==> src/rtl/usb_serial_in_arbiter.sv <==
// Round-robin, burst-bounded arbiter merging two byte streams onto one tagged IN stream.
// Optional per-channel byte counters: define USB_SERIAL_IN_ARBITER_STATS_EN.
module usb_serial_in_arbiter #(
  parameter int unsigned BURST_MAX = 32
) (
  input  logic        clk,
  input  logic        rstn,
  input  logic [7:0]  s0_data,
  input  logic        s0_valid,
  output logic        s0_ready,
  input  logic [7:0]  s1_data,
  input  logic        s1_valid,
  output logic        s1_ready,
  output logic [7:0]  m_data,
  output logic        m_chan,
  output logic        m_valid,
  input  logic        m_ready,
  output logic [15:0] stat0_cnt,
  output logic [15:0] stat1_cnt
);

  typedef enum logic [1:0] {
    IDLE = 2'd0,
    GNT0 = 2'd1,
    GNT1 = 2'd2
  } state_e;

  localparam logic [9:0] CNT_LAST = 10'(BURST_MAX - 1);

  state_e      state_q, state_d;
  logic [9:0]  count_q, count_d;
  logic        last_grant_q, last_grant_d;
  logic [7:0]  m_data_q, m_data_d;
  logic        m_chan_q, m_chan_d;
  logic        m_valid_q, m_valid_d;
  logic        out_free_s;
  logic        acc0_s, acc1_s;

  // A source may push whenever the output slot is empty or draining this cycle.
  assign out_free_s = ~m_valid_q | m_ready;
  assign s0_ready   = (state_q == GNT0) & out_free_s;
  assign s1_ready   = (state_q == GNT1) & out_free_s;
  assign acc0_s     = s0_valid & s0_ready;
  assign acc1_s     = s1_valid & s1_ready;

  assign m_data  = m_data_q;
  assign m_chan  = m_chan_q;
  assign m_valid = m_valid_q;

  always_comb begin
    state_d      = state_q;
    count_d      = count_q;
    last_grant_d = last_grant_q;
    m_data_d     = m_data_q;
    m_chan_d     = m_chan_q;
    m_valid_d    = m_valid_q;

    if (acc0_s || acc1_s) begin
      m_data_d  = acc1_s ? s1_data : s0_data;
      m_chan_d  = acc1_s;
      m_valid_d = 1'b1;
    end else if (m_valid_q && m_ready) begin
      m_valid_d = 1'b0;
    end else begin
      m_valid_d = m_valid_q;
    end

    // Every release passes through IDLE, which yields the one-cycle bubble.
    case (state_q)
      IDLE: begin
        if (s0_valid && (!s1_valid || last_grant_q)) begin
          state_d = GNT0;
        end else if (s1_valid) begin
          state_d = GNT1;
        end else begin
          state_d = IDLE;
        end
      end
      GNT0: begin
        if (!s0_valid || (acc0_s && (count_q == CNT_LAST))) begin
          state_d      = IDLE;
          last_grant_d = 1'b0;
          count_d      = 10'd0;
        end else if (acc0_s) begin
          count_d = count_q + 10'd1;
        end else begin
          count_d = count_q;
        end
      end
      GNT1: begin
        if (!s1_valid || (acc1_s && (count_q == CNT_LAST))) begin
          state_d      = IDLE;
          last_grant_d = 1'b1;
          count_d      = 10'd0;
        end else if (acc1_s) begin
          count_d = count_q + 10'd1;
        end else begin
          count_d = count_q;
        end
      end
      default: begin
        state_d = IDLE;
        count_d = 10'd0;
      end
    endcase
  end

  always_ff @(posedge clk or negedge rstn) begin
    if (!rstn) begin
      state_q      <= IDLE;
      count_q      <= 10'd0;
      last_grant_q <= 1'b1;
      m_data_q     <= 8'h00;
      m_chan_q     <= 1'b0;
      m_valid_q    <= 1'b0;
    end else begin
      state_q      <= state_d;
      count_q      <= count_d;
      last_grant_q <= last_grant_d;
      m_data_q     <= m_data_d;
      m_chan_q     <= m_chan_d;
      m_valid_q    <= m_valid_d;
    end
  end

`ifdef USB_SERIAL_IN_ARBITER_STATS_EN
  logic [15:0] stat0_q, stat1_q;

  // Free-running wrap-around counters of forwarded bytes per channel.
  always_ff @(posedge clk or negedge rstn) begin
    if (!rstn) begin
      stat0_q <= 16'h0000;
      stat1_q <= 16'h0000;
    end else begin
      stat0_q <= stat0_q + {15'd0, acc0_s};
      stat1_q <= stat1_q + {15'd0, acc1_s};
    end
  end

  assign stat0_cnt = stat0_q;
  assign stat1_cnt = stat1_q;
`else
  assign stat0_cnt = 16'h0000;
  assign stat1_cnt = 16'h0000;
`endif

endmodule

==> config.mk <==
export PLATFORM = sky130hd
export DESIGN_NAME = usb_serial_in_arbiter
export DESIGN_NICKNAME = d
export VERILOG_FILES = /design/src/rtl/usb_serial_in_arbiter.sv
export SDC_FILE = /design/constraint.sdc
export NUM_CORES = 1
export LEC_CHECK = 0
export ABC_AREA = 1
export CORE_MARGIN = 8
export CORE_UTILIZATION = 30
export CTS_BUF_LIST = sky130_fd_sc_hd__clkbuf_8
export DETAILED_ROUTE_END_ITERATION = 8
export HOLD_SLACK_MARGIN = 0.15
export PLACE_DENSITY = 0.6
export SYNTH_ARGS = -nofsm -noshare
export SYNTH_HDL_FRONTEND = slang
export SYNTH_SLANG_ARGS = --single-unit
==> constraint.sdc <==
create_clock -name clk -period 1.5 [get_ports clk]
set_input_delay 0.3 -clock clk [delete_from_list [all_inputs] [get_ports clk]]
set_output_delay 0.3 -clock clk [all_outputs]
set_load 0.05 [all_outputs]
==> results.yml <==
global_route:
  antenna_found_initial: 0
  grt_use_total_pct: 9.41
  grt_max_degree: 24
  globalRouteOverflowTotal: 0
  grt_pass1_wl_um: 5910
  grt_pass1_vias: 1372
worst_setup_path:
  startpoint_type: "flop"
  worstPathRequired_ns: 1.20
  path_max_fanout: 2
  ff2ff_path_depth: 11
  reg2reg_from: "state_q[0]"
  crit_arrival_ns: 1.32
  regToRegSetupSlack_ns: -0.03
  endpoint_kind: "primary output"
  reg2reg_to: "count_q[7]"
  path_class: "reg2out"
floorplan:
  die_x_um: 87.5
  start_util_pct: 30.6
  die_h_um: 87.5
  core_area_um2: 5010
  pin_count: 65
  dieArea_um2: 7650
  rows: 26
synthesis:
  synth_most_common_cell: "nand2_1"
  ys_ff_latch: 23
  yosysTopAreaCell: "dfrtp_1"
  synth-main-ff-cell: "dfrtp_1"
  yosysSeqAreaShare_pct: 37.7
  netlist.area_leader.share_pct: 35.9
  yosys-top-cells-area: "dfrtp_1, buf_4, nand2_1, nor2_1, o21ai_0"
  syn_area_um2: 1530
  synth_edf_count: 0
  async_reset_ff_share_pct: 100
  synthTopCellsByCount: "nand2_1, buf_4, nor2_1, dfrtp_1"
  synthCells: 206
  synth_cell_types: 24
  synth-warning-count: 0
  synth.avg_cell_area_um2: 7.43
cts:
  cts_max_level: 1
  hold_buffers: 0
  clockBufferDepth: 2
  cts_buffers: 3
  cts_tree: "yes"
  worstSkewPairLatency_ns: 0.26
  clkTransAtPathRegs_ns: 0.09
  cts_sinks: 23
  cts-root-buf: "clkbuf_8"
sta:
  setup_viol: 6
  hold_viol: 0
  fin_crit_ns: 1.62
  fin_crit_sh_pct: 108
  rsz0062_at_grt: "true"
  clock-skew-final_ns: 0.00913
  fmax_mhz: 618
  finalMaxSlewViolations: 0
  fin_ws_ns: -0.118
placed_design:
  placed_area_um2: 2050
  port_buffers: 32
  hpwl_um: 2860
  place.gp.congestion: 0.801
route:
  ant_nets: 0
  firstDrtPassIters: 4
  via_per_inst: 3.98
  drtIter0Drc: 58
  num_vias: 1315
  post_drt_wl_per_cell_um: 10.5
  drt_wl_total_um: 3460
  remaining_drc_errors: 0
outcome:
  status: "complete, but fails checks"
  violations: "setup timing"
worst_hold_path:
  hp-class: "in2async"
final_layout:
  drive_gt1_share_pct: 25.0
  nFillCells: 511
  diodes: 0
  syn_to_final_growth_pct: 45.2
  finalNetCount: 286
  finish.instance_area_um2: 2220
job:
  cap_violations: 0
power:
  switching_share_pct: 46.7
  ir_drop_v: 0.00146
  p_int_w: 0.00226
  combPwrFrac_pct: 67.2
  clkPwrFrac_pct: 8.9
  p_total_w: 0.00424
  switching_power_w: 0.00198
  pwr-share-seq_pct: 23.9
  leakagePower_nw: 1.05
  p_per_area_nw_per_um2: 1910
## kinds of logic after synthesis
family | share of synthesized area, %
DFF | 37.7
and+or+nand+nor | 26.6
buffers and inverters | 21.9
other | 0.245
adders and majority gates | 3.27
AOI/OAI and AO/OA | 10.4
## worst max-delay path, stage by stage (launching register included)
cell     delay, ns
dfrtp_1       0.41
buf_4         0.16
ha_4          0.16
buf_6         0.11
inv_4         0.05
nor2_4        0.03
buf_12        0.13
## worst max-delay path by stage
stage / start / end / slack [ns] / cells past startpoint
6_report: state_q[0] / s0_ready / -0.12 / 6
3_3_place_gp: m_ready / s0_ready / -0.11 / 5
3_5_place_dp: m_ready / state_q[0] / -0.14 / 7
4_1_cts: state_q[1] / s0_ready / -0.13 / 6
5_1_grt: state_q[0] / s1_ready / -0.16 / 6
2_1_floorplan: m_valid / s0_ready / -0.004 / 3
## cell type report
type | instances | area (um2) | area share [%]
multi-input cells | 159 | 816 | 36.7
clock inverters | 1 | 3.75 | 0.169
flip-flops and latches | 23 | 577 | 25.9
repair buffers | 53 | 614 | 27.6
clock buffers | 3 | 41.3 | 1.86
inverters | 21 | 83.8 | 3.77
well taps | 70 | 87.6 | 3.94
## power by group through the flow
stage / clock network [W] / registers, W / logic, W
after floorplan: 0 / 0.00138 / 0.00109
after detailed placement: 0 / 0.00102 / 0.00261
after CTS: 0.000393 / 0.00102 / 0.00270
after global placement: 0 / 0.00102 / 0.00260
final: 0.000375 / 0.00101 / 0.00285
after global routing: 0.000411 / 0.00104 / 0.00308
## cells in the final DEF, fill, tap and decap left out
| cell | count |
|---|---|
| o21bai_1 | 4 |
| o21ai_1 | 9 |
| ha_2 | 2 |
| inv_1 | 14 |
| ha_4 | 2 |
| clkdlybuf4s50_1 | 20 |
| nand2_2 | 5 |
| o21a_1 | 1 |
| nand3_1 | 9 |
| nand4_1 | 2 |
| nor3_2 | 1 |
| inv_2 | 6 |
| nor2_2 | 1 |
| buf_12 | 13 |
| o21ai_0 | 12 |
| clkbuf_8 | 3 |
| nor3_1 | 1 |
| nand2_4 | 3 |
| buf_4 | 19 |
| nor2_1 | 25 |
| dfstp_2 | 1 |
| nand3_2 | 2 |
| a21oi_4 | 1 |
| nand2_1 | 44 |
| buf_6 | 1 |
| conb_1 | 32 |
| inv_4 | 2 |
| dfrtp_1 | 22 |
| nor2_4 | 3 |
## per-layer routing
| layer | share of wire, % | vias up | global-route usage, % |
|---|---|---|---|
| met5 | 0 | - | 0 |
| met4 | 0.38 | 0 | 1.41 |
| met3 | 13 | 2 | 4.91 |
| met2 | 45 | 44 | 15.4 |
| met1 | 42 | 579 | 10.7 |
| li1 | - | 690 | - |
## per-stage QoR
step / hold slack, ns / util [%] / setup slack, ns / cells / setup TNS, ns
floorplan: 0.00441 / - / -0.00422 / 237 / -0.00843
CTS: 0.398 / 42.9 / -0.125 / 327 / -0.290
finish: 0.385 / 44.4 / -0.118 / 330 / -0.266
detailed placement: 0.473 / 40.9 / -0.143 / 320 / -2.27
global route: 0.426 / 44.4 / -0.156 / 330 / -1.14
global placement: 0.462 / 40.9 / -0.114 / 320 / -1.60
## sequential cells by signal, indices dropped and copies added, names as in the netlist
register,cells
last_grant_q,1
state_q,2
m_data,8
count_q,10
m_valid,1
m_chan,1
## timing repair
action                                  in CTS  in global routing
setup buffers                                3                  3
endpoints found under the setup margin       5                 22
pin swaps                                    5                  4
resized for setup                            9                 21
Note: power is estimated with default switching activity, not from simulation.
